===== src/rtl/mem_port_arbiter.sv =====
// Shares one single-port, fixed-latency memory between the fetch port and the load/store port.
// Define ARB_RR_EN for round-robin arbitration; the default build uses fixed data > fetch priority.

module mem_port_arbiter #(
  parameter int ADDR_W  = 64,
  parameter int DATA_W  = 64,
  parameter int MEM_LAT = 1
) (
  input  logic              clock,
  input  logic              reset,
  input  logic              i_req,
  input  logic [ADDR_W-1:0] i_addr,
  output logic              i_valid,
  output logic [31:0]       i_rdata,
  input  logic              d_req,
  input  logic              d_we,
  input  logic [1:0]        d_size,
  input  logic [ADDR_W-1:0] d_addr,
  input  logic [DATA_W-1:0] d_wdata,
  output logic              d_valid,
  output logic [DATA_W-1:0] d_rdata,
  output logic              mem_en,
  output logic              mem_we,
  output logic [1:0]        mem_size,
  output logic [ADDR_W-1:0] mem_addr,
  output logic [DATA_W-1:0] mem_wdata,
  input  logic [DATA_W-1:0] mem_rdata,
  output logic              busy
);

  localparam int CNT_W = $clog2(MEM_LAT + 1);

  typedef enum logic [1:0] {stIdle, stIssue, stWait, stDone} stateT;

  stateT             state, nextState;
  logic [CNT_W-1:0]  latCnt;
  logic              anyReq;
  logic              grantData;
  logic              winData;
  logic              memWeQ;
  logic [1:0]        memSizeQ;
  logic [ADDR_W-1:0] memAddrQ;
  logic [DATA_W-1:0] memWdataQ;
  logic [31:0]       iRdataQ;
  logic [DATA_W-1:0] dRdataQ;
`ifdef ARB_RR_EN
  logic              lastGrantData;
`endif

  assign anyReq = i_req | d_req;

  always_comb begin
`ifdef ARB_RR_EN
    // On contention the port not granted last wins; the reset value (fetch) lets data win first.
    grantData = (d_req && i_req) ? !lastGrantData : d_req;
`else
    grantData = d_req;
`endif
  end

  always_comb begin
    // NOTE: assign a default before the case so every path drives nextState and no latch is inferred.
    nextState = state;
    case (state)
      stIdle:  if (anyReq) nextState = stIssue;
      stIssue: nextState = stWait;
      stWait:  if (latCnt == CNT_W'(1)) nextState = stDone;
      stDone:  nextState = stIdle;
      default: nextState = stIdle;
    endcase
  end

  // NOTE: registers use non-blocking assignments so every flop samples pre-edge values.
  always_ff @(posedge clock or posedge reset) begin
    if (reset) begin
      state     <= stIdle;
      latCnt    <= '0;
      winData   <= 1'b0;
      memWeQ    <= 1'b0;
      memSizeQ  <= 2'b00;
      memAddrQ  <= '0;
      memWdataQ <= '0;
      iRdataQ   <= '0;
      dRdataQ   <= '0;
`ifdef ARB_RR_EN
      lastGrantData <= 1'b0;
`endif
    end else begin
      state <= nextState;
      case (state)
        stIdle: begin
          if (anyReq) begin
            // Fetches are always word-sized reads.
            winData   <= grantData;
            memWeQ    <= grantData ? d_we : 1'b0;
            memSizeQ  <= grantData ? d_size : 2'b10;
            memAddrQ  <= grantData ? d_addr : i_addr;
            memWdataQ <= grantData ? d_wdata : '0;
`ifdef ARB_RR_EN
            lastGrantData <= grantData;
`endif
          end
        end
        stIssue: latCnt <= CNT_W'(MEM_LAT);
        stWait: begin
          latCnt <= latCnt - CNT_W'(1);
          // mem_rdata is valid in exactly the cycle the counter reads one.
          if (latCnt == CNT_W'(1)) begin
            if (!winData)     iRdataQ <= mem_rdata[31:0];
            else if (!memWeQ) dRdataQ <= mem_rdata;
          end
        end
        default: ;
      endcase
    end
  end

  assign mem_en    = (state == stIssue);
  assign mem_we    = memWeQ;
  assign mem_size  = memSizeQ;
  assign mem_addr  = memAddrQ;
  assign mem_wdata = memWdataQ;
  assign i_valid   = (state == stDone) && !winData;
  assign d_valid   = (state == stDone) && winData;
  assign i_rdata   = iRdataQ;
  assign d_rdata   = dRdataQ;
  assign busy      = (state != stIdle);

endmodule


===== config.mk =====
export PLATFORM = sky130hd
export DESIGN_NAME = mem_port_arbiter
export DESIGN_NICKNAME = d
export VERILOG_FILES = /design/src/rtl/mem_port_arbiter.sv
export SDC_FILE = /design/constraint.sdc
export NUM_CORES = 1
export LEC_CHECK = 0
export ABC_AREA = 1
export ABC_CLOCK_PERIOD_IN_PS = 8700
export CAP_MARGIN = 25
export CORE_AREA = 4 4 188 190
export CTS_CLUSTER_DIAMETER = 150
export DETAILED_ROUTE_END_ITERATION = 8
export DIE_AREA = 0 0 192 194
export DONT_BUFFER_PORTS = 1
export GPL_TIMING_DRIVEN = 0
export SYNTH_ARGS = -nofsm -noshare
export SYNTH_HDL_FRONTEND = slang
export SYNTH_SLANG_ARGS = --single-unit
export TNS_END_PERCENT = 30

===== constraint.sdc =====
create_clock -name clock -period 8.7 [get_ports clock]
set_clock_uncertainty 0.05 [all_clocks]
set_input_delay 0.87 -clock clock [delete_from_list [all_inputs] [get_ports clock]]
set_output_delay 0.87 -clock clock [all_outputs]
set_load 0.01 [all_outputs]

==> results.md <==
## Timing
* **Final Setup Violations** 0
* **worst-case setup margin in the final layout** 6.21 ns
* **pin slew with the least headroom to its limit** 0.797 ns
* **share of the clock period used by the worst path** 0.286
* **fin crit period** 2.49 ns
* **Final Hold Violating Endpoints** 0
* **worst slew slack as a fraction of its limit** 0.469
* **Hold Slack** 0.247 ns
* **timing-limited maximum frequency** 0.402 GHz
* **final slew viol count** 0
* **RSZ-0062 raised after global routing** false
* **Sum Neg Setup Slack** 0 ns

## Routing
* **remaining routing DRC violations** 0
* **DR pass1 iterations** 5
* **total vias in the final route** 8,089
* **DRT iter0 DRCs** 399
* **routed length per placed instance** 19.0 um
* **number of vias per cell after detailed routing** 4.74
* **number of nets still failing antenna checks after routing** 0
* **total routed wirelength** 32,500 um

## Floorplanning
* **die height** 194 um
* **Die Footprint** 37,200 um2
* **num ports** 494
* **Std-Cell Core Area** 33,400 um2
* **Initial Utilization** 0.296
* **count of standard-cell rows** 67
* **die width** 192 um

## Worst setup path
* **category of the worst setup path launch point** flip-flop
* **delay of the slowest critical-path stage** 0.42 ns
* **crit path capture type** output pin
* **delay-heaviest family, CP** flip-flops
* **crit path max-delay cell type** dfrtp_1
* **Crit Path Max Fanout** 6
* **type of the worst setup path** reg -> out
* **required time worst endpoint** 7.78 ns
* **CP cell instances** inv_1, ha_1, inv_2
* **Arr. time, crit path** 1.57 ns
* **Critical path buffers and inverters** 2

## Logic synthesis
* **synthesized area divided by synthesized cell count** 8.14 um2
* **largest cells by area after synthesis** dfrtp_1, nand2_1, nand3_1
* **cell with the most instances after synthesis** nand2_1
* **instance count of the mapped netlist** 1,216
* **register bit count reported by yosys** 231
* **share of flip-flops with an asynchronous set or reset** 1.00
* **Commonest cells post-synth** nand2_1, dfrtp_1, nand3_1
* **Synth Flop Type** dfrtp_1
* **count of flip-flops with a built-in enable after synthesis** 0
* **Yosys warning count** 0
* **cell type contributing the most total cell area after synthesis** dfrtp_1
* **area share of the largest cell type after synthesis** 0.584
* **register area share after synthesis** 0.584
* **count of distinct cell types in the synthesized netlist** 15
* **synthesized net count** 1,484
* **netlist area before placement** 9900 um2

## CTS
* **sinks on the clock net** 231
* **CTS root buf** clkbuf_16
* **number of buffers created by CTS** 25
* **worst-skew pair later-pin latency** 0.52 ns
* **clock slew at reported path FFs** 0.06 ns
* **post-cts sizing count** 0
* **maximum buffer depth of the clock tree** 3
* **TritonCTS clock tree** done
* **total number of H-tree levels** 1
* **post-CTS setup buffer count** 0
* **number of buffers added to fix hold violations after cts** 0

## Placed design
* **count of port buffers added during placement** 0
* **post-detailed-placement half-perimeter wirelength** 25,000 um
* **placed cells** 1,665
* **post-placement worst setup slack** 6.44 ns
* **Final GP Congestion** 0.943

## GRT
* **global route overflow** 0
* **antenna violations before repair** 1
* **total global routing track utilization** 0.161
* **number of global-route vias before repair** 7,933
* **first-pass GRT wire length** 47,500 um
* **largest net degree at the start of global routing** 124

## Pwr
* **maximum resistive drop on vdd** 0.158 mV
* **Leakage Power** 6.13 nW
* **total power after layout** 4.41 mW
* **power density of the placed cells** 391 nW/um2

## Worst hold path
* **min-delay worst type** in -> async

## Run status
* **run status** complete, no violations

## Layout
* **Post-layout nets** 1,512
* **area added between synthesis and finish** 13.8%
* **fraction of final layout cells sized beyond drive strength 1** 0.0707
* **number of non-filler instances in the completed layout** 1,708
* **filler instances** 3,473

## Flow run
* **Max Cap Violations** 0

==> flip-flops by register name, summed over array words and instances, names as in the netlist <==
| name | flops |
|---|---|
| d_rdata | 64 |
| mem_addr | 64 |
| mem_wdata | 64 |
| i_rdata | 32 |
| mem_size | 2 |
| state | 2 |
| latCnt | 1 |
| mem_we | 1 |
| winData | 1 |
==> final timing paths <==
kind / start / end / slack [ns] / cells past startpoint
worst max-delay path: state[0] / busy / 6.21 / 3
worst min-delay path: reset / mem_wdata[47] / 0.25 / 1
worst max register to register: state[0] / mem_wdata[10] / 6.61 / 6
worst min register to register: mem_wdata[9] / mem_wdata[9] / 0.49 / 2
max in group asynchronous: reset / d_rdata[10] / 7.23 / 2
min in group clock: mem_rdata[29] / i_rdata[29] / 0.43 / 2
==> area by class of cell <==
cell class              instances  area, um2  area share
well taps                     448        561      0.0497
repair buffers                  1       27.5     0.00244
diodes                          1       2.50    0.000222
multi-input cells             803       3360       0.298
plain buffers                  75        363      0.0322
inverters                     107        409      0.0363
clock buffers                  36        737      0.0654
flip-flops and latches        231       5780       0.513
clock inverters                 6       33.8     0.00300
==> power breakdown <==
group	switching (mW)	internal, mW
combinational	0.758	0.376
sequential	0.686	1.58
clock	0.424	0.582
total	1.87	2.54
==> stage by stage <==
stage / cell area [um2] / util
2_1_floorplan: 9900 / -
5_1_grt: 11300 / 0.337
4_1_cts: 11300 / 0.337
3_5_place_dp: 10500 / 0.314
6_report: 11300 / 0.337
3_3_place_gp: 10500 / 0.313
==> worst register-to-register path: stages, from the launching register on <==
cell,delay [ns]
dfrtp_1,0.42
inv_1,0.13
ha_1,0.38
buf_2,0.36
clkbuf_1,0.45
nand3_1,0.17
nand2_1,0.09
==> layout by cell type, fill, tap and decap left out <==
master     instances
nand2_1          558
buf_1              5
buf_16             1
buf_4             10
inv_6              1
inv_8              1
clkbuf_16         25
or2_2              1
nand3_1          131
nor2_1             6
o21ai_2            1
ha_1               5
clkbuf_8           7
clkinv_2           5
nor2_2             1
inv_2              1
buf_2             35
o21ai_0          100
clkbuf_1          29
dfrtp_1          231
inv_1            105
diode_2            1
==> kinds of logic after synthesis <==
logic type	share of synthesized area
AND/OR/NAND/NOR	0.281
flip-flops	0.584
adder cells (fa/ha/maj)	0.00632
AO/OA/AOI/OAI	0.0514
buffers and inverters	0.0772
==> routing by layer <==
layer	share of wire	vias to the layer above	global-route usage
li1	-	3800	-
met1	0.38	3892	0.189
met3	0.11	49	0.0628
met2	0.49	348	0.275
met4	0.021	0	0.0396
met5	0	-	0
(Power assumes the default switching activity.)
